**src/rtl/mux157_seq_pkg.sv**
```systemverilog
// Shared types and constants for the ic74x157 byte sequencer.
// Drive encodings follow the mux pins: port1 select, port15 active-low strobe.
package mux157_seq_pkg;

    localparam int TIMER_W = 4;

    typedef enum logic [1:0] {
        IDLE  = 2'd0,
        BLANK = 2'd1,
        LO    = 2'd2,
        HI    = 2'd3
    } state_t;

    localparam logic SEL_A = 1'b0;
    localparam logic SEL_B = 1'b1;
    localparam logic G_ON  = 1'b0;
    localparam logic G_OFF = 1'b1;

endpackage

```
**src/rtl/mux157_byte_sequencer_settle_timer.sv**
```systemverilog
// Loadable down-counter that paces each sequencer phase.
// tc is high while the count sits at zero; the counter parks there until reloaded.
module settle_timer
    import mux157_seq_pkg::*;
(
    input  logic               clk,
    input  logic               rst,
    input  logic               load,
    input  logic [TIMER_W-1:0] load_val,
    output logic               tc
);

    logic [TIMER_W-1:0] count;

    // NOTE: sequential state is assigned with <= so every flop samples pre-edge values.
    always_ff @(posedge clk or posedge rst) begin
        if (rst) begin
            count <= '0;
        end else if (load) begin
            count <= load_val;
        end else if (count != '0) begin
            count <= count - TIMER_W'(1);
        end
    end

    assign tc = (count == '0);

endmodule

```
**src/rtl/mux157_byte_sequencer.sv**
```systemverilog
// Drives the ic74x157 select/strobe, waits out the settle time per phase and
// assembles the two sampled nibbles into a byte; also a local byte incrementer.
module mux157_byte_sequencer
    import mux157_seq_pkg::*;
#(
    parameter int SETTLE      = 1,
    parameter bit BLANK_CHECK = 1'b1
) (
    input  logic       clk,
    input  logic       rst,
    input  logic       start,
    input  logic       inc,
    input  logic [3:0] mux_y,
    output logic       mux_sel,
    output logic       mux_g_n,
    output logic       busy,
    output logic       done,
    output logic [7:0] data,
    output logic       blank_err
);

    localparam logic [TIMER_W-1:0] SETTLE_CNT = TIMER_W'(SETTLE);

    state_t     state;
    logic [3:0] lo;
    logic       tc;
    logic       timer_load;

    // Reload on acceptance and on every phase change that enters another timed phase.
    assign timer_load = ((state == IDLE) && start) ||
                        (((state == BLANK) || (state == LO)) && tc);

    settle_timer u_timer (
        .clk      (clk),
        .rst      (rst),
        .load     (timer_load),
        .load_val (SETTLE_CNT),
        .tc       (tc)
    );

    // NOTE: every register, including the data and nibble holders, has a defined reset value
    // so an aborted fetch never leaves a partial byte behind.
    always_ff @(posedge clk or posedge rst) begin
        if (rst) begin
            state     <= IDLE;
            mux_g_n   <= G_OFF;
            mux_sel   <= SEL_A;
            busy      <= 1'b0;
            done      <= 1'b0;
            data      <= 8'h00;
            blank_err <= 1'b0;
            lo        <= 4'h0;
        end else begin
            done <= 1'b0;
            unique case (state)
                IDLE: begin
                    if (start) begin
                        state     <= BLANK;
                        busy      <= 1'b1;
                        blank_err <= 1'b0;
                        mux_g_n   <= G_OFF;
                        mux_sel   <= SEL_A;
                    end else if (inc) begin
                        data <= data + 8'd1;
                    end
                end
                BLANK: begin
                    if (tc) begin
                        if (BLANK_CHECK && (mux_y != 4'h0)) begin
                            blank_err <= 1'b1;
                        end
                        state   <= LO;
                        mux_g_n <= G_ON;
                        mux_sel <= SEL_A;
                    end
                end
                LO: begin
                    if (tc) begin
                        lo      <= mux_y;
                        state   <= HI;
                        mux_sel <= SEL_B;
                    end
                end
                HI: begin
                    if (tc) begin
                        data    <= {mux_y, lo};
                        done    <= 1'b1;
                        busy    <= 1'b0;
                        state   <= IDLE;
                        mux_g_n <= G_OFF;
                        mux_sel <= SEL_A;
                    end
                end
            endcase
        end
    end

endmodule

```
**config.mk**
```make
export PLATFORM = sky130hd
export DESIGN_NAME = mux157_byte_sequencer
export DESIGN_NICKNAME = d
export VERILOG_FILES = /design/src/rtl/mux157_seq_pkg.sv /design/src/rtl/mux157_byte_sequencer_settle_timer.sv /design/src/rtl/mux157_byte_sequencer.sv
export SDC_FILE = /design/constraint.sdc
export NUM_CORES = 1
export LEC_CHECK = 0
export CORE_UTILIZATION = 45
export CTS_BUF_LIST = sky130_fd_sc_hd__clkbuf_4 sky130_fd_sc_hd__clkbuf_8
export DETAILED_ROUTE_END_ITERATION = 8
export GPL_ROUTABILITY_DRIVEN = 0
export GPL_TIMING_DRIVEN = 0
export PLACE_DENSITY = 0.68
export SYNTH_ARGS = -nofsm -noshare
export SYNTH_HDL_FRONTEND = slang
export SYNTH_HIERARCHICAL = 1
export SYNTH_SLANG_ARGS = --single-unit
```
**constraint.sdc**
```tcl
create_clock -name clk -period 5.11 [get_ports clk]
set_clock_uncertainty 0.05 [all_clocks]
set_input_delay 1.022 -clock clk [delete_from_list [all_inputs] [get_ports clk]]
set_output_delay 1.022 -clock clk [all_outputs]
set_load 0.03 [all_outputs]
```
* Yosys cells after proc, flatten, opt, wreduce, memory -nomap -nowiden
Cells that the tools add are included.
Storage, ports and cells: register bits 23, bits of input ports 8, output and inout port bits 13, word-level logic and storage cells 65
Operators by class: add/subtract/negate cells 2, equality and inequality tests 11, muxes and demuxes 23, reduce and logical (&&, ||, !) cells 20
Operator list (count):
- 8-bit two-way mux | 3
- 8-bit case mux with 2 select lines | 1
- 4-bit AND reduction | 4
- 2-bit != test (second input constant) | 6
- 8-bit by 1-bit adder with 8-bit output (second input constant) | 1
- 1-bit two-way mux | 8
- 2-bit two-way mux | 4
- 4-bit two-way mux | 2
- 2-bit case mux with 4 select lines | 1
- 4-bit nonzero test | 2
- 1-bit case mux with 3 select lines | 2
- 3-bit AND reduction | 2
- 2-bit nonzero test | 3
- 2-bit == test (second input constant) | 2
- 4-bit logical NOT | 1
- 2-bit by 1-bit != test with 1-bit output (second input constant) | 2
- 1-bit case mux with 2 select lines | 2
- 4-bit by 1-bit subtractor with 4-bit output (second input constant) | 1
- 3-bit nonzero test | 1
- 2-bit by 1-bit == test with 1-bit output (second input constant) | 1
- 1-bit logical AND | 2
- 2-bit logical NOT | 1
- 1-bit logical OR | 2
- 2-bit AND reduction | 1
- 2-bit OR reduction | 1

* Longest topological paths before layout
depth in word-level cells 5, depth in mapped cells 9, mapped depth without buffers 7

* By module
Netlist, hierarchy kept.
By module, submodules not included:
- mux157_byte_sequencer | instances 1, cells an instance 123, area an instance 1148.6 um^2, sequential area each 476.7 um^2
- settle_timer | instances 1, cells an instance 23, area an instance 236.5 um^2, sequential area each 100.1 um^2

* Worst setup path after synthesis
OpenSTA, ideal clock, no wires.
kind register to register, start reg u_timer.count[0], end reg u_timer.count[3], library setup time 0.126 ns, arrival time 1.779 ns, required time 4.934 ns, slack 3.155 ns, cell stages (with the launch flop) 10, path buffers 2, clock period less this slack 1.955 ns, cell sequence dfrtp_1 -> inv_1 -> ha_1 -> nor3b_4 -> buf_2 -> nand2_1 -> nand2_1 -> clkbuf_1 -> nor3_1 -> a221o_1
On the way: cells in the longest elaborated chain, start to end 4, elaborated cells on any way between the ends 8, classes of those cells add/sub: 1; mux: 2; reduce/logical: 5
Ends and longest elaborated chain:
- start, declared | line mux157_byte_sequencer_settle_timer.sv:13 | logic [TIMER_W-1:0] count;
- start signal, assigned | line mux157_byte_sequencer_settle_timer.sv:20 | count <= load_val;
- start signal, assigned | line mux157_byte_sequencer_settle_timer.sv:22 | count <= count - TIMER_W'(1);
- 4-bit logical NOT * | line mux157_byte_sequencer_settle_timer.sv:26 | assign tc = (count == '0);
- net tc | line mux157_byte_sequencer.sv:26 | logic tc;
- 1-bit logical AND * | line mux157_byte_sequencer.sv:31 | (((state == BLANK) || (state == LO)) && tc);
- 1-bit logical OR * | line mux157_byte_sequencer.sv:30 | assign timer_load = ((state == IDLE) && start) ||
- net timer_load | line mux157_byte_sequencer.sv:27 | logic timer_load;
- 4-bit two-way mux or 2-bit nonzero test (tied branches)
Mark *: on every way through the listed nets, which the timed path passes. The rest lies on a longest branch. The select of a mux whose other input is x is not followed. A chain may end at the register's enable or synchronous reset.

* Final worst setup path
start reg mux_g_n, end out mux_g_n
RTL lines:
- start, declared | line mux157_byte_sequencer.sv:15 | output logic mux_g_n,
- start signal, assigned | line mux157_byte_sequencer.sv:46 | mux_g_n <= G_OFF;
- start signal, assigned | line mux157_byte_sequencer.sv:61 | mux_g_n <= G_OFF;
- start signal, assigned | line mux157_byte_sequencer.sv:73 | mux_g_n <= G_ON;
No word-level cell between the ends.

==> run metrics <==
gr ovfl total=0; area grow syn2layout=20.0%; Post-Syn Area=1390 um2; post-route setup TNS=0 ps; hold path startpoint=lo[0]; Final Cycle Share=51.2%; Reg2Reg Setup Slack=2860 ps; Syn Area/Cell=9.49 um2; Reg clk slew, reported paths=120 ps; worst reg2reg path endpoint=u_timer/count[3]; slowest cell on the critical path=clkdlybuf4s50_1; Die Span X=57.5 um; Inserted Clock Buffers=3; number of placement rows=19; Post-CTS Resized=0; drt total wl=3.02 mm; H-tree Lvls=1; Fin. Hold Viols=0; share of synthesized flip-flops with an asynchronous set or reset=100%; top-count cell post-synth=dfrtp_1; Synth area leaders=dfrtp_1 40%, ha_1 8.1%, mux2_2 4.9%; post-DP HPWL=2.31 mm; root buffer cell=clkbuf_4; max-cap violations=0; dpl cells=199; post-route ant nets=0; CP Cell Sequence=clkdlybuf4s50_1; Antenna Cells=0; Max Fanout on Critical Path=3; pwr/cell area=666 nW/um2; Seq/Total Area, Yosys=41.6%; outcome=complete, but fails checks; WP data required=4040 ps; Filler cells=264; Final Setup Violations=0; share of cells above drive strength 1=11.6%; Min-Delay Path Depth=2; Netlist cell types=37; fmax=382 MHz; clock net sink count=23; Starting Density=49.0%; total number of vias=1,125; post-synthesis cell count=146; fin cells=203; io pins=21; Met1 Wirelength=1.38 mm; Yosys top cell area share=39.7%; Die ar.=3300 um2; Tightest Pin Transition=743 ps; CORE AREA=2830 um2; Synth area leader=dfrtp_1; worst skew pair latency=310 ps; Starting DRT DRC Count=42; slew margin rel.=50.4%; WL met2=1.44 mm; Total Nets Final=190; vias in the first global route=1,189; clk buf depth=2; min Tclk post-route=2620 ps; Post-synth EDFFs=0; Max IR drop VDD=0.279 mV; Slew Limit Fails=0; RSZ-0062 raised after global routing=no; CP max stage delay=670 ps; Critical Path Source Type=flip-flop; worst path bufs/invs=1; first-pass GRT wire length=5.33 mm; Post-synth top flop=dfrtp_1; HP Class=flip-flop to flip-flop; PortBufs=20; drt wl/cell=14.9 um; worst hold endpoint=lo[0]; hold buffers post-CTS=0; post-DR vias/cell=5.54; Total GRT Usage=20.8%; met3 WL post-DR=146 um; DRC=2; r2r worst-path depth=9; post-layout util=58.7%; Top Metal Used=met4; 1st-pass router iterations=6; delay-heaviest family, CP=buffers and inverters; number of synthesis warnings=6; R2R Path Start=u_timer/count[0]; most instantiated cells after synthesis=22 x dfrtp_1, 15 x nor2_1, 13 x nand2_1; Worst Setup Path Type=flip-flop to output pin; Static Leak=0.717 nW; Post-CTS Setup Bufs=0; DIE HEIGHT=57.5 um; failing checks=design-rule violations; #FFs+latches synth=23; Worst Setup End Kind=output pin; CTS tree=built; crit path DAT=1540 ps; largest net degree at the start of global routing=20; antenna violations before repair=0; hold slack final=482 ps
## stage by stage
| step | cell area, um2 | setup WS (ps) | total power [mW] |
|---|---|---|---|
| 6_report | 1660 | 2490 | 1.11 |
| 5_1_grt | 1660 | 2450 | 1.20 |
| 4_1_cts | 1660 | 2490 | 1.11 |
| 3_5_place_dp | 1630 | 2440 | 1.02 |
| 3_3_place_gp | 1630 | 2500 | 0.991 |
| 2_1_floorplan | 1390 | 3150 | 0.828 |
## layout by cell type (no fill, tap or decap), drive strengths merged, types with 6 or more instances in the layout
| master | n |
|---|---|
| nor2 | 15 |
| dfrtp | 22 |
| clkdlybuf4s50 | 20 |
| a21oi | 8 |
| nor3 | 8 |
| o21ai | 14 |
| mux2 | 8 |
| clkbuf | 6 |
| nand2 | 13 |
| inv | 8 |
| ha | 9 |
## power by group
group / leakage [nW] / internal [mW] / switching [mW] / total [mW]
registers: 0.277 / 0.267 / 0.0807 / 0.348
logic: 0.422 / 0.297 / 0.372 / 0.669
clock network: 0.0184 / 0.0357 / 0.0538 / 0.0895
total: 0.717 / 0.600 / 0.507 / 1.11
## layer usage
| layer | GRT usage, % | vias to the layer above |
|---|---|---|
| li1 | - | 554 |
| met1 | 25.2 | 536 |
| met2 | 37.2 | 29 |
| met3 | 3.85 | 6 |
| met4 | 6.62 | 0 |
| met5 | 0 | - |
## area by class of cell
class	instances	area, um2	share of cell area (%)
clock buffers	4	30.0	1.81
repair buffers	20	200	12.0
flip-flops and latches	23	577	34.7
plain buffers	5	28.8	1.73
multi-input cells	112	757	45.6
well taps	31	38.8	2.33
inverters	8	30.0	1.81
## flip-flops by register name, indices dropped and copies added, names as in the netlist
name,count
lo,4
data,8
state,2
mux_sel,1
busy,1
u_timer/count,4
mux_g_n,1
blank_err,1
done,1
## worst max-delay path by stage
stage | start | endpoint | slack [ps] | cells past startpoint
floorplan | u_timer/count[0] | u_timer/count[3] | 3150 | 9
global placement | start | u_timer/count[3] | 2500 | 6
detailed placement | start | u_timer/count[3] | 2440 | 6
CTS | mux_g_n | mux_g_n | 2490 | 1
global route | mux_g_n | mux_g_n | 2450 | 1
finish | mux_g_n | mux_g_n | 2490 | 1
## logic make-up (layout without fill, tap and decap cells)
logic type / after synthesis / count (layout) / share of synthesized area [%]
flip-flops: 23 / 23 / 41.6
multiplexers: 11 / 11 / 8.94
XOR/XNOR: 1 / 1 / 0.632
other: 2 / 4 / 0.542
adder cells (fa/ha/maj): 9 / 9 / 8.13
buffers and inverters: 13 / 37 / 4.25
AO/OA/AOI/OAI: 30 / 30 / 12.9
AND/OR/NAND/NOR: 57 / 57 / 22.9
Note: power is estimated with default switching activity, not from simulation.
